$ cat src/rtl/seq_divider.sv
// -----------------------------------------------------------------------------
// seq_divider
//
// Multi-cycle 4-bit restoring divider with signed and unsigned modes.
// A start pulse in IDLE captures the operands. The divider then runs one
// shift-subtract step per clock for four clocks (CALC). A single FIX cycle
// applies the result signs. DONE then pulses for one cycle.
// A zero divisor skips CALC/FIX and goes straight to DONE.
//
// Ports
//   clk        rising-edge clock
//   rst        synchronous active-high reset (priority over start)
//   start      division request, honoured only in IDLE
//   S          1 = signed two's-complement operands, 0 = unsigned
//   i1         dividend (4 bits)
//   i2         divisor  (4 bits)
//   quotient   result quotient, held until the next accepted start
//   remainder  result remainder, held until the next accepted start
//   busy       high in CALC and FIX
//   done       one-cycle pulse in DONE: results valid
//   dbz        divide-by-zero flag for the last result
//   ovf        signed-overflow flag for the last result (-8 / -1)
// -----------------------------------------------------------------------------
module seq_divider (
  input  logic       clk,
  input  logic       rst,
  input  logic       start,
  input  logic       S,
  input  logic [3:0] i1,
  input  logic [3:0] i2,
  output logic [3:0] quotient,
  output logic [3:0] remainder,
  output logic       busy,
  output logic       done,
  output logic       dbz,
  output logic       ovf
);

  typedef enum logic [1:0] {
    IDLE = 2'd0,
    CALC = 2'd1,
    FIX  = 2'd2,
    DONE = 2'd3
  } state_t;

  state_t state, state_next;

  // Operation context captured at the accepted start edge.
  logic       sgn;        // signed mode for the operation in progress
  logic       neg_a;      // dividend was negative (signed mode only)
  logic       neg_b;      // divisor was negative (signed mode only)
  logic       ovf_case;   // operands were exactly -8 / -1 in signed mode
  logic [3:0] mag_b;      // divisor magnitude
  logic [3:0] dvd;        // dividend magnitude, shifted out MSB-first
  logic [3:0] prem;       // partial remainder carried between steps
  logic [3:0] qacc;       // quotient bits, shifted in LSB-first
  logic [1:0] count;      // iteration count within CALC

  // Operand magnitudes at the input. In signed mode, a negative value is
  // replaced by its two's complement. -8 maps to 4'b1000, which is +8 read
  // as unsigned, so the unsigned datapath handles it correctly.
  logic [3:0] mag_a_in;
  logic [3:0] mag_b_in;
  logic       start_dbz;

  // One restoring step.
  logic [4:0] shifted;
  logic [4:0] diff;
  logic [3:0] prem_step;
  logic       q_bit;

  // Sign correction applied in FIX.
  logic [3:0] q_fix;
  logic [3:0] r_fix;

  always_comb begin
    mag_a_in  = (S && i1[3]) ? 4'd0 - i1 : i1;
    mag_b_in  = (S && i2[3]) ? 4'd0 - i2 : i2;
    start_dbz = (i2 == 4'd0);
  end

  // The partial remainder stays below the divisor. The shifted value is
  // therefore less than twice the divisor, so shifted - divisor lies in
  // -15..14 and fits a 5-bit two's-complement word. Bit 4 is the sign of
  // the trial subtraction.
  always_comb begin
    shifted   = {prem, dvd[3]};
    diff      = shifted - {1'b0, mag_b};
    q_bit     = ~diff[4];
    prem_step = q_bit ? diff[3:0] : shifted[3:0];
  end

  // The divider produces magnitudes. The quotient truncates toward zero.
  // The remainder takes the sign of the dividend.
  always_comb begin
    q_fix = (sgn && (neg_a ^ neg_b)) ? 4'd0 - qacc : qacc;
    r_fix = (sgn && neg_a)           ? 4'd0 - prem : prem;
  end

  // ---------------------------------------------------------------------------
  // FSM: state register
  // ---------------------------------------------------------------------------
  // NOTE: every clocked block uses non-blocking (<=) assignments. All flops
  // then update from values sampled at the same edge, whatever the block order.
  always_ff @(posedge clk) begin
    if (rst) state <= IDLE;
    else     state <= state_next;
  end

  // ---------------------------------------------------------------------------
  // FSM: next-state logic
  // ---------------------------------------------------------------------------
  // NOTE: state_next gets a default before the case statement. Every path
  // therefore assigns it, and no latch is inferred.
  always_comb begin
    state_next = state;
    unique case (state)
      IDLE: begin
        if (start) state_next = start_dbz ? DONE : CALC;
      end
      CALC: begin
        if (count == 2'd3) state_next = FIX;
      end
      FIX:  state_next = DONE;
      DONE: state_next = IDLE;
      default: state_next = IDLE;
    endcase
  end

  // ---------------------------------------------------------------------------
  // FSM: outputs decoded from state
  // ---------------------------------------------------------------------------
  always_comb begin
    busy = 1'b0;
    done = 1'b0;
    unique case (state)
      CALC, FIX: busy = 1'b1;
      DONE:      done = 1'b1;
      default:   ;
    endcase
  end

  // ---------------------------------------------------------------------------
  // Datapath
  // ---------------------------------------------------------------------------
  always_ff @(posedge clk) begin
    if (rst) begin
      sgn       <= 1'b0;
      neg_a     <= 1'b0;
      neg_b     <= 1'b0;
      ovf_case  <= 1'b0;
      mag_b     <= 4'd0;
      dvd       <= 4'd0;
      prem      <= 4'd0;
      qacc      <= 4'd0;
      count     <= 2'd0;
      quotient  <= 4'd0;
      remainder <= 4'd0;
      dbz       <= 1'b0;
      ovf       <= 1'b0;
    end else begin
      unique case (state)
        IDLE: begin
          if (start) begin
            sgn      <= S;
            neg_a    <= S & i1[3];
            neg_b    <= S & i2[3];
            ovf_case <= S && (i1 == 4'b1000) && (i2 == 4'b1111);
            mag_b    <= mag_b_in;
            dvd      <= mag_a_in;
            prem     <= 4'd0;
            qacc     <= 4'd0;
            count    <= 2'd0;
            ovf      <= 1'b0;
            dbz      <= start_dbz;
            // A zero divisor returns the fixed pattern immediately.
            if (start_dbz) begin
              quotient  <= 4'hF;
              remainder <= i1;
            end
          end
        end
        CALC: begin
          prem  <= prem_step;
          qacc  <= {qacc[2:0], q_bit};
          dvd   <= {dvd[2:0], 1'b0};
          count <= count + 2'd1;
        end
        FIX: begin
          // -8 / -1 yields +8. That value wraps to 4'b1000, which is the
          // required overflow result, so only the flag needs setting here.
          quotient  <= q_fix;
          remainder <= r_fix;
          ovf       <= ovf_case;
        end
        default: ;
      endcase
    end
  end

endmodule

$ cat config.mk
export PLATFORM = sky130hd
export DESIGN_NAME = seq_divider
export DESIGN_NICKNAME = d
export VERILOG_FILES = /design/src/rtl/seq_divider.sv
export SDC_FILE = /design/constraint.sdc
export NUM_CORES = 1
export LEC_CHECK = 0
export CAP_MARGIN = 20
export CORE_MARGIN = 10
export CORE_UTILIZATION = 55
export DETAILED_ROUTE_END_ITERATION = 12
export PLACE_DENSITY = 0.79
export SYNTH_ARGS = -nofsm -noshare
export SYNTH_HDL_FRONTEND = slang
export SYNTH_SLANG_ARGS = --single-unit
$ cat constraint.sdc
create_clock -name clk -period 2.47 [get_ports clk]
set_clock_uncertainty 0.15 [all_clocks]
set_input_delay 0.6175 -clock clk [delete_from_list [all_inputs] [get_ports clk]]
set_output_delay 0.6175 -clock clk [all_outputs]
set_load 0.01 [all_outputs]
# Yosys cells after proc, flatten, opt, wreduce, memory -nomap -nowiden
# Cells that the tools add are included.
# totals
reg_bits,34
# classes
addsub,6
n_eq_ne,9
n_mux,26
bitwise_logic,4
reduce_logical,16
# ops
cell,count
2-to-1 mux 4 bit,11
case mux 4 bit (2 select lines),5
subtractor 1 x 4 -> 4 bit (first input constant),4
equality test 4 bit (second input constant),2
2-to-1 mux 2 bit,4
case mux 2 bit (4 select lines),1
AND reduction 2 bit,4
equality test 2 bit (second input constant),3
logical AND 1 bit,6
inequality test 2 bit (second input constant),3
subtractor 5 x 4 -> 5 bit,1
zero test 4 bit,1
case mux 2 bit (2 select lines),1
nonzero test 2 bit,2
2-to-1 mux 1 bit,3
AND reduction 3 bit,1
adder 2 x 1 -> 2 bit (second input constant),1
AND 1 bit,2
equality test 2 x 1 -> 1 bit (second input constant),1
zero test 2 bit,1
case mux 1 bit (2 select lines),1
OR reduction 2 bit,1
inverter 1 bit,1
XOR 1 bit,1

# Logic depth before layout (Yosys ltp)
# Gate-level depths: netlist of run 1.
# logic_depth
word_depth,4
ltp_mapped,8
depth_no_buf,8

# Least setup slack after synthesis of run 1
# No wires, ideal clock.
# synth_path
path_kind,register to register
from,register dvd[3]
to,register prem[0]
setup_ns,0.117
t_arrival_ns,1.587
required_ns,2.203
slack_ns,0.616
path_stages_with_launch,9
path_buffers,0
period_less_slack_ns,1.854
cell_sequence,dfxtp_1 > inv_1 > ha_1 > inv_1 > fa_1 > nand3_1 > nand3b_1 > a21o_1 > a32o_1
# synth_between
elab_chain_cells,3
# synth_rtl
item,line,rtl
start: declaration,54,logic [3:0] dvd;
start signal: assignment,170,dvd <= mag_a_in;
start signal: assignment,186,"dvd <= {dvd[2:0], 1'b0};"
subtractor 5 x 4 -> 5 bit,88,"diff = shifted - {1'b0, mag_b};"
2-to-1 mux 4 bit *,90,prem_step = q_bit ? diff[3:0] : shifted[3:0];
case mux 4 bit (2 select lines) *,162,unique case (state)
end signal: assignment,184,prem <= prem_step;
end: declaration,55,logic [3:0] prem;
# Every way passes the cells marked *; elsewhere a longest branch is shown, timed or not.
# A chain may end at the register's enable or synchronous reset.

# Worst setup path after layout of run 1
# layout_path
from,input port i2[0]
to,register remainder[1]
# layout_between
elab_chain_cells,3
# layout_rtl
item,line,rtl
start: declaration,30,"input logic [3:0] i2,"
zero test 4 bit,79,start_dbz = (i2 == 4'd0);
inequality test 2 bit (no line),--,
AND reduction 3 bit (no line),--,
end signal: assignment,179,remainder <= i1;
end signal: assignment,193,remainder <= r_fix;
end: declaration,32,"output logic [3:0] remainder,"
# Every way passes these cells.

==> results.py, run 1 <==
metrics = {
    "outcome": {
        "status": "complete, no violations",
    },
    "power_and_ir_drop": {
        "peakVddDrop_mv": 0.454,
        "p_leak_nw": 0.907,
        "cellPowerDensity_mw_per_mm2": 954,
        "power_w": 0.00225,
    },
    "hold_path": {
        "min_from": "dvd[1]$_SDFFE_PP0P_",
        "hold-path-cell-count": 2,
        "min_path_type": "flop to flop",
        "min_to": "dvd[1]$_SDFFE_PP0P_",
    },
    "sta": {
        "max_freq_mhz": 454,
        "fin_crit_sh_pct": 89.2,
        "relSlewSlack_pct": 67.8,
        "tightest_slew_ns": 0.483,
        "fin_crit_ns": 2.20,
        "finalHoldViolCount": 0,
        "grt_setup_unrepaired": "false",
        "finalSetupViolCount": 0,
        "drv_slew": 0,
    },
    "finish": {
        "final_util_pct": 70.2,
        "drive_gt1_share_pct": 10.4,
        "antennaDiodeCount": 0,
        "nets": 295,
        "syn_to_final_growth_pct": 21.5,
    },
    "yosys": {
        "synth_seq_cells": 34,
        "synth_ff_type": "dfxtp_1",
        "yosysMostFrequentCell": "dfxtp_1",
        "synth_edf_count": 0,
        "postSynthCellCount": 236,
        "async_reset_ff_share_pct": 0,
        "synth_warnings": 0,
        "synth_area_leaders": "dfxtp_1, ha_1, nor2_1",
        "ys_seq_area_share_pct": 35.0,
        "syn_nets": 263,
        "syn_area_sq_mm": 0.00194,
        "synth_top_area_share_pct": 35.0,
        "yosysUniqueCellTypes": 45,
        "synth_area_per_cell_sq_um": 8.24,
        "synthTopCellsByCount": "dfxtp_1, nor2_1, nand2_1",
        "synth_top_area_cell": "dfxtp_1",
    },
    "clock_tree": {
        "clock_sinks": 34,
        "path_clk_slew_ns": 0.11,
        "cts_max_level": 2,
        "numCtsBuffers": 5,
        "cts_tree": "done",
        "clockRootBuffer": "clkbuf_4",
        "clk-insertion-delay-late_ns": 0.33,
        "cts_buffer_depth": 2,
    },
    "floorplan": {
        "pin_count": 24,
        "die_h_um": 79.5,
        "die_area_sq_mm": 0.00631,
        "die_w_um": 79.5,
        "start_util_pct": 57.8,
        "rows": 21,
        "core_sq_mm": 0.00336,
    },
    "routing": {
        "avgRoutedWirePerCell_um": 14.4,
        "via_per_inst": 5.62,
        "via_count": 1765,
        "dr.pass1.iters": 4,
        "drtIter0Drc": 128,
        "wl_mm": 4.52,
        "postRouteAntennaNets": 0,
        "drcViolationCount": 0,
    },
    "grt": {
        "grt_pass1_vias": 1692,
        "grt_overflow_total": 0,
        "grt_max_degree": 18,
        "antenna_found_initial": 0,
        "grt_pass1_wl_mm": 7.66,
        "grt_use_total_pct": 14.6,
    },
    "placed_design": {
        "dp.final_hpwl_mm": 3.61,
        "gp_congestion": 0.820,
        "portBuffers": 23,
    },
    "setup_path": {
        "cp-start-kind": "input pin",
        "crit_arrival_ns": 2.28,
        "worstSetupEndpointType": "flop",
        "path_cells": "clkdlybuf4s50_1 -> inv_1 -> ha_1 -> nor3b_2 -> buf_4 -> a22oi_1 -> a311o_1 -> a21oi_1",
        "max_stage_delay_ns": 0.48,
        "worstPathRequired_ns": 2.55,
        "slowest_stage": "clkdlybuf4s50_1",
        "reg2reg_slack_ns": 0.41,
        "crit_path_max_fanout": 6,
        "r2r_end": "prem[0]$_SDFFE_PP0P_",
        "worstSetupPathType": "input pin to flop",
        "r2r_start": "dvd[3]$_SDFFE_PP0P_",
        "rr_worst_depth": 8,
    },
    "run": {
        "drv_cap": 0,
    },
}
[kinds of logic (layout without fill, tap and decap cells)]
| family | Yosys count | in the layout | synth area share [%] |
|---|---|---|---|
| DFF | 34 | 34 | 35.0 |
| xor gates and xnor gates | 8 | 8 | 3.60 |
| muxes | 3 | 3 | 1.61 |
| adders and majority gates | 15 | 15 | 10.0 |
| and+or+nand+nor | 90 | 90 | 22.1 |
| AOI/OAI and AO/OA | 56 | 56 | 21.4 |
| buffers and inverters | 30 | 62 | 6.31 |
[repair_timing]
| action | CTS | global route |
|---|---|---|
| setup buffers | 0 | 0 |
| hold buffers | 0 | 0 |
| gates resized for setup | 0 | 1 |
| endpoints found under the setup margin | 0 | 1 |
[power by group]
part	internal (W)	total (W)	switching, W
logic	0.000454	0.00109	0.000635
registers	0.000655	0.000744	0.0000897
clock network	0.000236	0.000420	0.000185
[through the flow]
stage | hold slack (ns) | instance area [sq um] | TNS [ns] | cells | setup WS [ns]
finish | 0.305 | 2360 | 0 | 314 | 0.267
global route | 0.345 | 2360 | 0 | 314 | 0.206
CTS | 0.309 | 2360 | 0 | 314 | 0.0273
detailed placement | 0.294 | 2280 | -0.161 | 307 | -0.0534
global placement | 0.286 | 2280 | -0.0121 | 307 | -0.0121
floorplan | 0.277 | 1940 | 0 | 236 | 0.616
[final cells by class]
class | count | area [sq um]
multi-input combinational | 172 | 1140
fill | 304 | 1000
sequential | 34 | 681
timing repair buffer | 36 | 330
inverter | 19 | 71.3
tap | 46 | 57.6
clock buffer | 6 | 51.3
clock inverter | 1 | 30.0
[cell usage in the layout (no fill, tap or decap), drive strengths merged, types with 7 or more instances in the layout]
cell | netlist | final
dfxtp | 34 | 34
nor2 | 31 | 31
nand2 | 27 | 27
clkdlybuf4s50 | 0 | 22
inv | 19 | 19
a21oi | 17 | 17
ha | 14 | 14
buf | 6 | 13
nor3 | 7 | 7
[layer usage]
layer	up-vias	track usage [%]	share of wire, %
met5	-	0	0
met4	0	3.23	0.51
met3	5	4.05	6.7
met2	46	24.8	47
met1	815	17.8	46
li1	899	-	-
[critical path, delay by kind of cell]
kind | cells | cell delay (ns)
fa+ha+maj | 1 | 0.19
compound gates | 3 | 0.64
simple gates | 1 | 0.15
buf+inv | 3 | 0.68
[worst max-delay path by stage]
stage                          start                   endpoint  slack, ns  cells after the start
2_1_floorplan    dvd[3]$_SDFFE_PP0P_       prem[0]$_SDFFE_PP0P_       0.62                      8
6_report                       i2[0]  remainder[1]$_SDFFE_PP0P_       0.27                      8
3_5_place_dp                   i2[0]  remainder[1]$_SDFFE_PP0P_      -0.05                      8
3_3_place_gp                   i2[0]  remainder[1]$_SDFFE_PP0P_      -0.01                      8
4_1_cts        state[0]$_SDFFE_PP0P_                       busy       0.03                      3
5_1_grt                        i2[0]  remainder[1]$_SDFFE_PP0P_       0.21                      8
[state kept, by name (all words and copies together) (netlist names)]
name / flops
prem: 4
neg_b: 1
count: 2
state: 2
neg_a: 1
qacc: 4
dbz: 1
ovf_case: 1
mag_b: 4
sgn: 1
remainder: 4
quotient: 4
ovf: 1
dvd: 4
No activity file was read; power rests on OpenSTA's default activity.
==> run 2: changes to the inputs <==
--- a/config.mk
+++ b/config.mk
@@ -5,7 +5,6 @@
 export SDC_FILE = /design/constraint.sdc
 export NUM_CORES = 1
 export LEC_CHECK = 0
-export CAP_MARGIN = 20
 export CORE_MARGIN = 10
 export CORE_UTILIZATION = 55
 export DETAILED_ROUTE_END_ITERATION = 12
==> results of run 2 <==
The final DEF is identical to that of run 1; final timing and power are the same.
==> run 3: changes to the inputs <==
--- a/config.mk
+++ b/config.mk
@@ -5,6 +5,7 @@
 export SDC_FILE = /design/constraint.sdc
 export NUM_CORES = 1
 export LEC_CHECK = 0
+export CORE_ASPECT_RATIO = 1.5
 export CORE_MARGIN = 10
 export CORE_UTILIZATION = 55
 export DETAILED_ROUTE_END_ITERATION = 12
==> run 3 against run 2 <==
Final cell count down 0.64%. Worst hold slack worse by 0.0036 ns. First-iteration DRC count down 51%. Sequential cell count unchanged. Worst setup slack worse by 0.16 ns. Clock power down 8.8%. Routed wire length up 4.7%.
==> results.py, run 3 (synthesis results as in run 1) <==
metrics = {
    "outcome": {
        "status": "complete, no violations",
    },
    "floorplan": {
        "die_area_sq_mm": 0.00636,
        "core_sq_mm": 0.00342,
        "pin_count": 24,
        "die_h_um": 92.8,
        "die_w_um": 68.5,
        "rows": 26,
        "start_util_pct": 56.9,
    },
    "sta": {
        "relSlewSlack_pct": 70.5,
        "tightest_slew_ns": 0.439,
        "fin_crit_sh_pct": 95.8,
        "finalSetupViolCount": 0,
        "finalHoldViolCount": 0,
        "max_freq_mhz": 423,
        "grt_setup_unrepaired": "false",
        "fin_crit_ns": 2.37,
        "drv_slew": 0,
        "finalSetupTns_ns": 0,
    },
    "finish": {
        "layout_commonest_cell": "dfxtp_1",
        "final_util_pct": 69.3,
        "fill_cells": 292,
        "syn_to_final_growth_pct": 21.8,
        "fin_area_sq_mm": 0.00237,
        "final_cell_mix": "dfxtp_1, nor2_1, nand2_1",
        "antennaDiodeCount": 0,
        "drive_gt1_share_pct": 11.1,
        "nets": 297,
        "regArea_sq_um": 681,
        "multiInputGateArea_sq_mm": 0.00114,
    },
    "placed_design": {
        "dp.final_hpwl_mm": 3.74,
        "place_area_sq_mm": 0.00229,
        "portBuffers": 23,
        "gp_congestion": 0.864,
    },
    "routing": {
        "avgRoutedWirePerCell_um": 15.2,
        "via_per_inst": 5.65,
        "drcViolationCount": 0,
        "drtIter0Drc": 63,
        "via_count": 1763,
        "dr.pass1.iters": 5,
        "postRouteAntennaNets": 0,
        "wl_mm": 4.73,
    },
    "grt": {
        "use_met2_pct": 27.5,
        "grt_overflow_total": 0,
        "grt_pass1_wl_mm": 7.80,
        "grt_pass1_vias": 1748,
        "grt_use_total_pct": 15.6,
        "antenna_found_initial": 0,
        "grtUsageMet3_pct": 4.46,
        "met1_usage_pct": 16.5,
        "grt_max_degree": 24,
        "busiest_layer": "met2",
    },
    "clock_tree": {
        "clockRootBuffer": "clkbuf_8",
        "clock_sinks": 34,
        "ctsHoldBuffers": 0,
        "cts_max_level": 2,
        "clk-insertion-delay-late_ns": 0.29,
        "cts_buffer_depth": 2,
        "cts_setup_buffers": 0,
        "numCtsBuffers": 5,
        "cts_tree": "done",
        "path_clk_slew_ns": 0.07,
        "post_cts_resized": 0,
    },
    "setup_path": {
        "worstPathRequired_ns": 1.70,
        "worstSetupPathType": "flop to output pin",
        "cp-start-kind": "flop",
        "worstSetupEndpointType": "output pin",
        "crit_path_max_fanout": 4,
        "crit_start": "state[0]$_SDFFE_PP0P_",
        "r2r_start": "dvd[3]$_SDFFE_PP0P_",
        "crit_arrival_ns": 1.60,
    },
    "power_and_ir_drop": {
        "peakVddDrop_mv": 0.664,
        "cellPowerDensity_mw_per_mm2": 942,
        "p_leak_nw": 0.904,
    },
    "run": {
        "drv_cap": 0,
    },
    "hold_path": {
        "min_path_type": "flop to flop",
        "min_from": "mag_b[3]$_SDFFE_PP0P_",
    },
}
[run 3: critical path, cell delays in order (launching register included)]
cell	delay (ns)
dfxtp_1	0.39
inv_1	0.09
ha_1	0.30
clkdlybuf4s50_1	0.54
[run 3: final timing paths]
path | depth (start not counted) | end | slack (ns)
worst max-delay path | 3 | busy | 0.10
worst min-delay path | 2 | mag_b[3]$_SDFFE_PP0P_ | 0.30
worst max register to register | 8 | prem[0]$_SDFFE_PP0P_ | 0.41
worst min register to register | 2 | mag_b[3]$_SDFFE_PP0P_ | 0.30
[run 3: per-stage QoR]
stage | hold slack (ns) | worst slack [ns] | power [W] | cells
3_5_place_dp | 0.298 | 0.0580 | 0.00185 | 305
6_report | 0.301 | 0.104 | 0.00223 | 312
2_1_floorplan | 0.277 | 0.616 | 0.00150 | 236
5_1_grt | 0.331 | 0.0395 | 0.00240 | 312
3_3_place_gp | 0.296 | 0.119 | 0.00182 | 305
4_1_cts | 0.307 | 0.0867 | 0.00224 | 312
[run 3: layer usage]
metal	vias up	routed length, um
met3	7	225
met2	37	2510
met5	-	0
met1	821	1930
met4	0	67
li1	898	-
[run 3: power by group]
part           switching (W)  leakage (nW)  internal [W]
registers          0.0000958         0.277      0.000656
logic               0.000629         0.583      0.000468
clock network       0.000194        0.0438      0.000189
[run 3: area by class of cell]
cell class	count	share of cell area [%]
multi-input cells	172	48.2
flip-flops and latches	34	28.8
repair buffers	38	14.5
inverters	19	3.01
clock buffers	5	2.91
well taps	42	2.22
clock inverters	2	0.423
